<file path="src/rtl/osiris_lsu_pkg.sv">
// Shared definitions for the OSIRIS I MEM-stage load/store unit:
// access-size encodings, FSM states, timeout counter width and store/alignment helpers.
package osiris_lsu_pkg;

    localparam logic [2:0] F3_B  = 3'b000;
    localparam logic [2:0] F3_H  = 3'b001;
    localparam logic [2:0] F3_W  = 3'b010;
    localparam logic [2:0] F3_BU = 3'b100;
    localparam logic [2:0] F3_HU = 3'b101;

    typedef enum logic [1:0] {
        IDLE = 2'b00,
        BUSY = 2'b01,
        DONE = 2'b10
    } lsu_state_e;

    localparam int TIMEOUT_CYCLES_DEF = 16;
    localparam int TIMEOUT_CNT_W      = $clog2(TIMEOUT_CYCLES_DEF);

    // Stores only support B/H/W; loads add the unsigned B/H variants.
    function automatic logic f3_legal(input logic is_store, input logic [2:0] f3);
        logic ok;
        ok = 1'b0;
        case (f3)
            F3_B, F3_H, F3_W: ok = 1'b1;
            F3_BU, F3_HU:     ok = ~is_store;
            default:          ok = 1'b0;
        endcase
        return ok;
    endfunction

    function automatic logic f3_aligned(input logic [2:0] f3, input logic [1:0] off);
        logic ok;
        ok = 1'b1;
        case (f3[1:0])
            2'b01:   ok = ~off[0];
            2'b10:   ok = (off == 2'b00);
            default: ok = 1'b1;
        endcase
        return ok;
    endfunction

    function automatic logic [3:0] store_be(input logic [2:0] f3, input logic [1:0] off);
        logic [3:0] be;
        be = 4'b1111;
        case (f3[1:0])
            2'b00:   be = 4'b0001 << off;
            2'b01:   be = 4'b0011 << off;
            default: be = 4'b1111;
        endcase
        return be;
    endfunction

    function automatic logic [31:0] store_wdata(input logic [2:0] f3, input logic [31:0] data);
        logic [31:0] wd;
        wd = data;
        case (f3[1:0])
            2'b00:   wd = {4{data[7:0]}};
            2'b01:   wd = {2{data[15:0]}};
            default: wd = data;
        endcase
        return wd;
    endfunction

endpackage

</file>
<file path="src/rtl/load_store_unit_if.sv">
// Data-memory req/ack port between the load/store unit (master) and memory (slave).
interface load_store_unit_if #(
    parameter int WIDTH = 32
);
    logic             o_dmem_req;
    logic             o_dmem_we;
    logic [WIDTH-1:0] o_dmem_addr;
    logic [3:0]       o_dmem_be;
    logic [WIDTH-1:0] o_dmem_wdata;
    logic             i_dmem_ack;
    logic [WIDTH-1:0] i_dmem_rdata;

    modport master (
        output o_dmem_req, o_dmem_we, o_dmem_addr, o_dmem_be, o_dmem_wdata,
        input  i_dmem_ack, i_dmem_rdata
    );

    modport slave (
        input  o_dmem_req, o_dmem_we, o_dmem_addr, o_dmem_be, o_dmem_wdata,
        output i_dmem_ack, i_dmem_rdata
    );
endinterface

</file>
<file path="src/rtl/lsu_load_align.sv">
// Combinational load-data extraction: picks the byte/half at the access offset
// and sign- or zero-extends it according to funct3.
module lsu_load_align
    import osiris_lsu_pkg::*;
(
    input  logic [31:0] rdata_i,
    input  logic [1:0]  offset_i,
    input  logic [2:0]  funct3_i,
    output logic [31:0] ext_o
);

    logic [7:0]  byte_s;
    logic [15:0] half_s;

    // Lane select and extension.
    always_comb begin
        byte_s = rdata_i[7:0];
        half_s = offset_i[1] ? rdata_i[31:16] : rdata_i[15:0];
        case (offset_i)
            2'b00:   byte_s = rdata_i[7:0];
            2'b01:   byte_s = rdata_i[15:8];
            2'b10:   byte_s = rdata_i[23:16];
            2'b11:   byte_s = rdata_i[31:24];
            default: byte_s = rdata_i[7:0];
        endcase
        case (funct3_i)
            F3_B:    ext_o = {{24{byte_s[7]}}, byte_s};
            F3_H:    ext_o = {{16{half_s[15]}}, half_s};
            F3_BU:   ext_o = {24'h000000, byte_s};
            F3_HU:   ext_o = {16'h0000, half_s};
            default: ext_o = rdata_i;
        endcase
    end

endmodule

</file>
<file path="src/rtl/load_store_unit.sv">
// OSIRIS I MEM-stage load/store unit: accepts one access at a time, drives the
// req/ack data-memory port, stalls the pipeline while outstanding and times out.
module load_store_unit
    import osiris_lsu_pkg::*;
#(
    parameter int WIDTH          = 32,
    parameter int TIMEOUT_CYCLES = TIMEOUT_CYCLES_DEF
) (
    input  logic             i_clk,
    input  logic             i_rst_n,
    input  logic             i_valid_MEM,
    input  logic             i_flush_MEM,
    input  logic             i_mem_read_MEM,
    input  logic             i_mem_write_MEM,
    input  logic [2:0]       i_funct3_MEM,
    input  logic [WIDTH-1:0] i_addr_MEM,
    input  logic [WIDTH-1:0] i_wdata_MEM,
    output logic             o_stall_MEM,
    output logic [WIDTH-1:0] o_rdata_MEM,
    output logic             o_rdata_valid_MEM,
    output logic             o_misaligned_MEM,
    output logic             o_bus_error_MEM,
    load_store_unit_if.master dmem
);

    localparam int CNT_W = TIMEOUT_CNT_W;
    localparam logic [CNT_W-1:0] CNT_LAST = CNT_W'(TIMEOUT_CYCLES - 1);

    lsu_state_e       state_q, state_d;
    logic [CNT_W-1:0] cnt_q, cnt_d;
    logic             err_q, err_d;
    logic [WIDTH-1:0] addr_q, addr_d;
    logic [3:0]       be_q, be_d;
    logic [WIDTH-1:0] wdata_q, wdata_d;
    logic             we_q, we_d;
    logic [2:0]       funct3_q, funct3_d;
    logic [1:0]       off_q, off_d;
    logic [WIDTH-1:0] rdata_q, rdata_d;

    logic             cand_s;
    logic             ok_s;
    logic             stall_s;
    logic             misaligned_s;
    logic [WIDTH-1:0] load_ext_s;

    assign cand_s = i_valid_MEM & ~i_flush_MEM & (i_mem_read_MEM | i_mem_write_MEM);
    assign ok_s   = (i_mem_read_MEM ^ i_mem_write_MEM)
                  & f3_legal(i_mem_write_MEM, i_funct3_MEM)
                  & f3_aligned(i_funct3_MEM, i_addr_MEM[1:0]);

    lsu_load_align u_align (
        .rdata_i  (dmem.i_dmem_rdata),
        .offset_i (off_q),
        .funct3_i (funct3_q),
        .ext_o    (load_ext_s)
    );

    // Next-state, acceptance, timeout and combinational handshake outputs.
    always_comb begin
        state_d      = state_q;
        cnt_d        = cnt_q;
        err_d        = err_q;
        addr_d       = addr_q;
        be_d         = be_q;
        wdata_d      = wdata_q;
        we_d         = we_q;
        funct3_d     = funct3_q;
        off_d        = off_q;
        rdata_d      = rdata_q;
        stall_s      = 1'b0;
        misaligned_s = 1'b0;
        case (state_q)
            IDLE: begin
                if (cand_s && ok_s) begin
                    addr_d   = {i_addr_MEM[WIDTH-1:2], 2'b00};
                    be_d     = store_be(i_funct3_MEM, i_addr_MEM[1:0]);
                    wdata_d  = store_wdata(i_funct3_MEM, i_wdata_MEM);
                    we_d     = i_mem_write_MEM;
                    funct3_d = i_funct3_MEM;
                    off_d    = i_addr_MEM[1:0];
                    cnt_d    = '0;
                    err_d    = 1'b0;
                    stall_s  = 1'b1;
                    state_d  = BUSY;
                end else if (cand_s) begin
                    misaligned_s = 1'b1;
                end else begin
                    misaligned_s = 1'b0;
                end
            end
            BUSY: begin
                stall_s = 1'b1;
                // Ack takes priority over a timeout landing in the same cycle.
                if (dmem.i_dmem_ack) begin
                    if (!we_q) begin
                        rdata_d = load_ext_s;
                    end else begin
                        rdata_d = rdata_q;
                    end
                    state_d = DONE;
                end else if (cnt_q == CNT_LAST) begin
                    err_d   = 1'b1;
                    rdata_d = '0;
                    state_d = DONE;
                end else begin
                    cnt_d = cnt_q + {{(CNT_W-1){1'b0}}, 1'b1};
                end
            end
            DONE: begin
                state_d = IDLE;
                cnt_d   = '0;
                err_d   = 1'b0;
            end
            default: begin
                state_d = IDLE;
                cnt_d   = '0;
                err_d   = 1'b0;
            end
        endcase
    end

    // State and access registers with synchronous active-low reset.
    always_ff @(posedge i_clk) begin
        if (!i_rst_n) begin
            state_q  <= IDLE;
            cnt_q    <= '0;
            err_q    <= 1'b0;
            addr_q   <= '0;
            be_q     <= 4'b0000;
            wdata_q  <= '0;
            we_q     <= 1'b0;
            funct3_q <= 3'b000;
            off_q    <= 2'b00;
            rdata_q  <= '0;
        end else begin
            state_q  <= state_d;
            cnt_q    <= cnt_d;
            err_q    <= err_d;
            addr_q   <= addr_d;
            be_q     <= be_d;
            wdata_q  <= wdata_d;
            we_q     <= we_d;
            funct3_q <= funct3_d;
            off_q    <= off_d;
            rdata_q  <= rdata_d;
        end
    end

    assign o_stall_MEM       = stall_s;
    assign o_misaligned_MEM  = misaligned_s;
    assign o_rdata_MEM       = rdata_q;
    assign o_rdata_valid_MEM = (state_q == DONE) & ~we_q & ~err_q;
    assign o_bus_error_MEM   = (state_q == DONE) & err_q;

    assign dmem.o_dmem_req   = (state_q == BUSY);
    assign dmem.o_dmem_we    = we_q;
    assign dmem.o_dmem_addr  = addr_q;
    assign dmem.o_dmem_be    = be_q;
    assign dmem.o_dmem_wdata = wdata_q;

endmodule

</file>
<file path="src/flat_wrapper.sv">
// flat-port wrapper written by rule: the top's interface ports become plain ports
module load_store_unit_flat import osiris_lsu_pkg::*;
#(
    parameter int WIDTH          = 32,
    parameter int TIMEOUT_CYCLES = TIMEOUT_CYCLES_DEF
)
  (i_clk, i_rst_n, i_valid_MEM, i_flush_MEM, i_mem_read_MEM, i_mem_write_MEM, i_funct3_MEM, i_addr_MEM, i_wdata_MEM, o_stall_MEM, o_rdata_MEM, o_rdata_valid_MEM, o_misaligned_MEM, o_bus_error_MEM, dmem_o_dmem_req, dmem_o_dmem_we, dmem_o_dmem_addr, dmem_o_dmem_be, dmem_o_dmem_wdata, dmem_i_dmem_ack, dmem_i_dmem_rdata);
  load_store_unit_if #(.WIDTH(WIDTH)) dmem_i ();
  input  logic i_clk;
  input  logic i_rst_n;
  input  logic i_valid_MEM;
  input  logic i_flush_MEM;
  input  logic i_mem_read_MEM;
  input  logic i_mem_write_MEM;
  input  logic [2:0] i_funct3_MEM;
  input  logic [WIDTH-1:0] i_addr_MEM;
  input  logic [WIDTH-1:0] i_wdata_MEM;
  output logic o_stall_MEM;
  output logic [WIDTH-1:0] o_rdata_MEM;
  output logic o_rdata_valid_MEM;
  output logic o_misaligned_MEM;
  output logic o_bus_error_MEM;
  output wire logic [$bits(dmem_i.o_dmem_req)-1:0] dmem_o_dmem_req;
  output wire logic [$bits(dmem_i.o_dmem_we)-1:0] dmem_o_dmem_we;
  output wire logic [$bits(dmem_i.o_dmem_addr)-1:0] dmem_o_dmem_addr;
  output wire logic [$bits(dmem_i.o_dmem_be)-1:0] dmem_o_dmem_be;
  output wire logic [$bits(dmem_i.o_dmem_wdata)-1:0] dmem_o_dmem_wdata;
  input wire logic [$bits(dmem_i.i_dmem_ack)-1:0] dmem_i_dmem_ack;
  input wire logic [$bits(dmem_i.i_dmem_rdata)-1:0] dmem_i_dmem_rdata;
  assign dmem_o_dmem_req = dmem_i.o_dmem_req;
  assign dmem_o_dmem_we = dmem_i.o_dmem_we;
  assign dmem_o_dmem_addr = dmem_i.o_dmem_addr;
  assign dmem_o_dmem_be = dmem_i.o_dmem_be;
  assign dmem_o_dmem_wdata = dmem_i.o_dmem_wdata;
  assign dmem_i.i_dmem_ack = dmem_i_dmem_ack;
  assign dmem_i.i_dmem_rdata = dmem_i_dmem_rdata;
  load_store_unit #(.WIDTH(WIDTH), .TIMEOUT_CYCLES(TIMEOUT_CYCLES)) u_core (.i_clk(i_clk), .i_rst_n(i_rst_n), .i_valid_MEM(i_valid_MEM), .i_flush_MEM(i_flush_MEM), .i_mem_read_MEM(i_mem_read_MEM), .i_mem_write_MEM(i_mem_write_MEM), .i_funct3_MEM(i_funct3_MEM), .i_addr_MEM(i_addr_MEM), .i_wdata_MEM(i_wdata_MEM), .o_stall_MEM(o_stall_MEM), .o_rdata_MEM(o_rdata_MEM), .o_rdata_valid_MEM(o_rdata_valid_MEM), .o_misaligned_MEM(o_misaligned_MEM), .o_bus_error_MEM(o_bus_error_MEM), .dmem(dmem_i));
endmodule
</file>
<file path="config.mk">
export PLATFORM = sky130hd
export DESIGN_NAME = load_store_unit_flat
export DESIGN_NICKNAME = d
export VERILOG_FILES = /design/src/rtl/osiris_lsu_pkg.sv /design/src/rtl/load_store_unit_if.sv /design/src/rtl/lsu_load_align.sv /design/src/rtl/load_store_unit.sv /design/src/flat_wrapper.sv
export SDC_FILE = /design/constraint.sdc
export NUM_CORES = 1
export LEC_CHECK = 0
export BUFFER_PORTS_ARGS = -buffer_cell sky130_fd_sc_hd__buf_2
export CAP_MARGIN = 15
export CORE_UTILIZATION = 35
export DETAILED_ROUTE_END_ITERATION = 7
export GPL_ROUTABILITY_DRIVEN = 0
export PLACE_DENSITY = 0.64
export SLEW_MARGIN = 20
export SYNTH_ARGS = -nofsm -noshare
export SYNTH_HDL_FRONTEND = slang
export SYNTH_SLANG_ARGS = --single-unit
</file>
<file path="constraint.sdc">
create_clock -name i_clk -period 5.96 [get_ports i_clk]
set_clock_uncertainty 0.05 [all_clocks]
set_input_delay 1.192 -clock i_clk [delete_from_list [all_inputs] [get_ports i_clk]]
set_output_delay 1.192 -clock i_clk [all_outputs]
set_load 0.01 [all_outputs]
</file>
==> flow_summary.ini <==
[status]
outcome = complete, no violations

[synthesis]
netlist_area_um2 = 4870
synth_cell_type_count = 48
synth-async-reset-ratio_pct = 0
synth.avg_cell_area_um2 = 8.396
ys_ff_latch = 111
synth_ff_type = dfxtp_1
ys_seq_area_share_pct = 45.63
ys_warn_count = 0
synth_cells = 580
synth_edf_count = 0

[hold_path]
hold_end = u_core.dmem.o_dmem_wdata[7]$_SDFFE_PN0P_
hp-class = flop to flop
whs_path_depth = 2
hp-start = u_core.dmem.o_dmem_wdata[7]$_SDFFE_PN0P_

[pwr]
p_int_mw = 1.102
comb_power_share_pct = 10.0
switchingPower_mw = 0.3828
power_density_nw_per_um2 = 238.8
power.share.clock_pct = 39.0
pwr-share-seq_pct = 50.9
power_leakage_nw = 2.651
ir_drop_v = 0.0001098
p_total_mw = 1.485
swShare_pct = 25.78

[route]
met1Wirelength_um = 6205
wl_per_cell_um = 15.84
drtPass1Iterations = 5
antenna_left = 0
routed_wirelength_um = 14840
wl_met2_um = 7037
wl_met3_um = 1217
dr.max_layer_used = met4
viasPerCell = 5.322
vias = 4987
drc = 0
drt_iter0_drc = 309

[setup_path]
crit_path_end_kind = output port
worstReg2RegEnd = u_core.o_rdata_MEM[7]$_SDFFE_PN0P_
startpoint_type = primary input
rrSetupSlack_ns = 3.45
max_stage_delay_ns = 0.63
r2r_start = u_core.state_q[0]$_SDFFE_PN0P_
critPathMaxFanout = 22
path_buf_inv = 3
arrival_ns = 3.09
critPathSlowestCell = ha_1
crit_type = primary input to output port
path_cells = buf_2 > inv_1 > ha_1 > o21bai_1 > a21oi_1 > and2_1 > nand2_1 > a21oi_1 > buf_2
cp_top_family = compound AO/OA/AOI/OAI gates
worst_ep_required_time_ns = 4.72
ff2ff_path_depth = 5

[placement]
dp_hpwl_um = 10910
numPortBuffers = 209
dp.cells = 921

[timing]
hold_viol_final = 0
final.period_utilization_pct = 72.68
finalSetupTns_ns = 0
fmax_mhz = 230.9
setup_viol = 0
timing.slew.headroom_pct = 32.55
hold_ws_ns = 0.4043
tightest_slew_ns = 1.012
period_minus_slack_ns = 4.332
slew_violations = 0
rsz0062_at_grt = no

[floorplan]
core_um2 = 13400
die_y_um = 120.0
io_pins = 212
die-area_um2 = 14390
die_x_um = 120.0
start_util_pct = 36.34
num_rows = 42

[cts]
h-tree-depth = 3
tritoncts = built
cts_setup_buffers = 0
clkSinkCount = 111
clkLatencyLatePin_ns = 0.35
cts-root-buf = clkbuf_16
clk_pin_slew_ns = 0.08
cts_made_buffers = 9
clock_path_buffers = 2
hold_buffers = 0
cts_resized = 0

[global_routing]
track_usage_pct = 20.42
antenna_found_initial = 0
grt_pass1_wl_um = 23360
first_global_vias = 4748
grt_max_degree = 93
grt_remaining_overflow = 0

[run]
cap_violations = 0

[layout]
n_antenna_cell = 0
drive_gt1_share_pct = 32.33
fin_cells = 937
nets = 867
area_growth_pct = 27.70
==> metal layers <==
layer	track usage (%)	up-vias
met5	0	-
met1	25.30	2303
met4	9.219	0
met2	33.23	225
met3	5.086	32
li1	-	2427
==> cell type report <==
cell class | instances | area (um2)
timing repair buffer | 214 | 1084
clock buffer | 10 | 229.0
sequential | 111 | 2223
inverter | 11 | 41.29
tap | 176 | 220.2
multi-input combinational | 409 | 2369
clock inverter | 6 | 52.55
fill | 1389 | 7182
==> worst max-delay path by stage <==
stage	from	end	slack, ns	cells after the start
after global routing	i_funct3_MEM[1]	o_stall_MEM	1.43	9
after CTS	i_funct3_MEM[1]	o_stall_MEM	1.69	9
after detailed placement	i_funct3_MEM[1]	u_core.dmem.o_dmem_addr[3]$_SDFFE_PN0P_	1.65	9
after global placement	i_funct3_MEM[1]	o_stall_MEM	1.76	9
final	i_funct3_MEM[1]	o_stall_MEM	1.63	9
after floorplan	i_funct3_MEM[0]	o_stall_MEM	2.29	7
==> power by group through the flow <==
stage | combinational (mW) | clock (mW) | sequential [mW]
floorplan | 0.0746 | 0 | 0.776
global placement | 0.145 | 0 | 0.773
detailed placement | 0.148 | 0 | 0.773
CTS | 0.148 | 0.602 | 0.756
global route | 0.163 | 0.625 | 0.757
finish | 0.149 | 0.580 | 0.756
==> logic make-up (layout without fill, tap and decap cells) <==
group                    Yosys count  after routing  synth area share, %
other                              1              2              0.07701
adder cells (fa/ha/maj)            5              5                1.285
AND/OR/NAND/NOR                  206            206                17.96
buffers and inverters             61            241                6.063
AO/OA/AOI/OAI                    186            186                26.67
flip-flops                       111            111                45.63
multiplexers                      10             10                2.312
==> cell usage in the layout (no fill, tap or decap), types with 5 or more instances in the layout <==
cell,synthesis,routed
a211oi_1,17,17
a221o_1,16,16
inv_1,11,10
nor3_1,21,21
buf_4,6,5
nor2_1,42,41
a21oi_1,68,68
a221oi_1,7,7
o21ai_0,19,19
a22o_1,8,8
nor2b_1,5,5
dfxtp_1,111,110
clkbuf_16,0,9
a311oi_2,8,8
o22ai_1,14,14
ha_1,5,5
mux2i_1,9,9
a2bb2oi_1,6,6
a22oi_1,7,7
nand2_1,118,118
buf_2,8,209
==> cells in the mapped netlist (3+ instances only) <==
library cell,n,share of area [%]
nand2_1,118,9.1
dfxtp_1,111,46
a21oi_1,68,7.0
nor2_1,42,3.2
clkbuf_1,31,2.4
nor3_1,21,2.2
o21ai_0,19,2.0
a211oi_1,17,2.6
a221o_1,16,3.3
o22ai_1,14,1.8
inv_1,11,0.85
mux2i_1,9,1.9
a22o_1,8,1.4
a311oi_2,8,2.5
buf_2,8,0.82
a221oi_1,7,1.3
a22oi_1,7,1.1
a2bb2oi_1,6,1.1
buf_4,6,0.92
ha_1,5,1.3
nor2b_1,5,0.64
nand3_1,4,0.41
buf_6,3,0.69
nand2b_1,3,0.39
nor3b_1,3,0.46
==> worst reg2reg max path: cells and delay by family, from the launching register on <==
family / cells / cell delay (ns)
simple gates: 3 / 1.09
flops: 1 / 0.45
compound gates: 2 / 0.85
==> registers in the layout (all words and copies together) (netlist names) <==
name                      count
u_core.cnt_q                  4
u_core.dmem.o_dmem_addr      30
u_core.dmem.o_dmem_be         4
u_core.dmem.o_dmem_wdata     32
u_core.dmem.o_dmem_we         1
u_core.err_q                  1
u_core.funct3_q               3
u_core.o_rdata_MEM           32
u_core.off_q                  2
u_core.state_q                2
==> stage by stage <==
| stage | util (%) | instance area [um2] | setup slack (ns) |
|---|---|---|---|
| after floorplan | - | 4873 | 2.287 |
| after global placement | 44.25 | 5929 | 1.760 |
| after detailed placement | 44.25 | 5929 | 1.654 |
| after CTS | 46.35 | 6211 | 1.689 |
| after global routing | 46.41 | 6218 | 1.427 |
| final | 46.41 | 6218 | 1.628 |
Power figures use the tool's default switching activity.
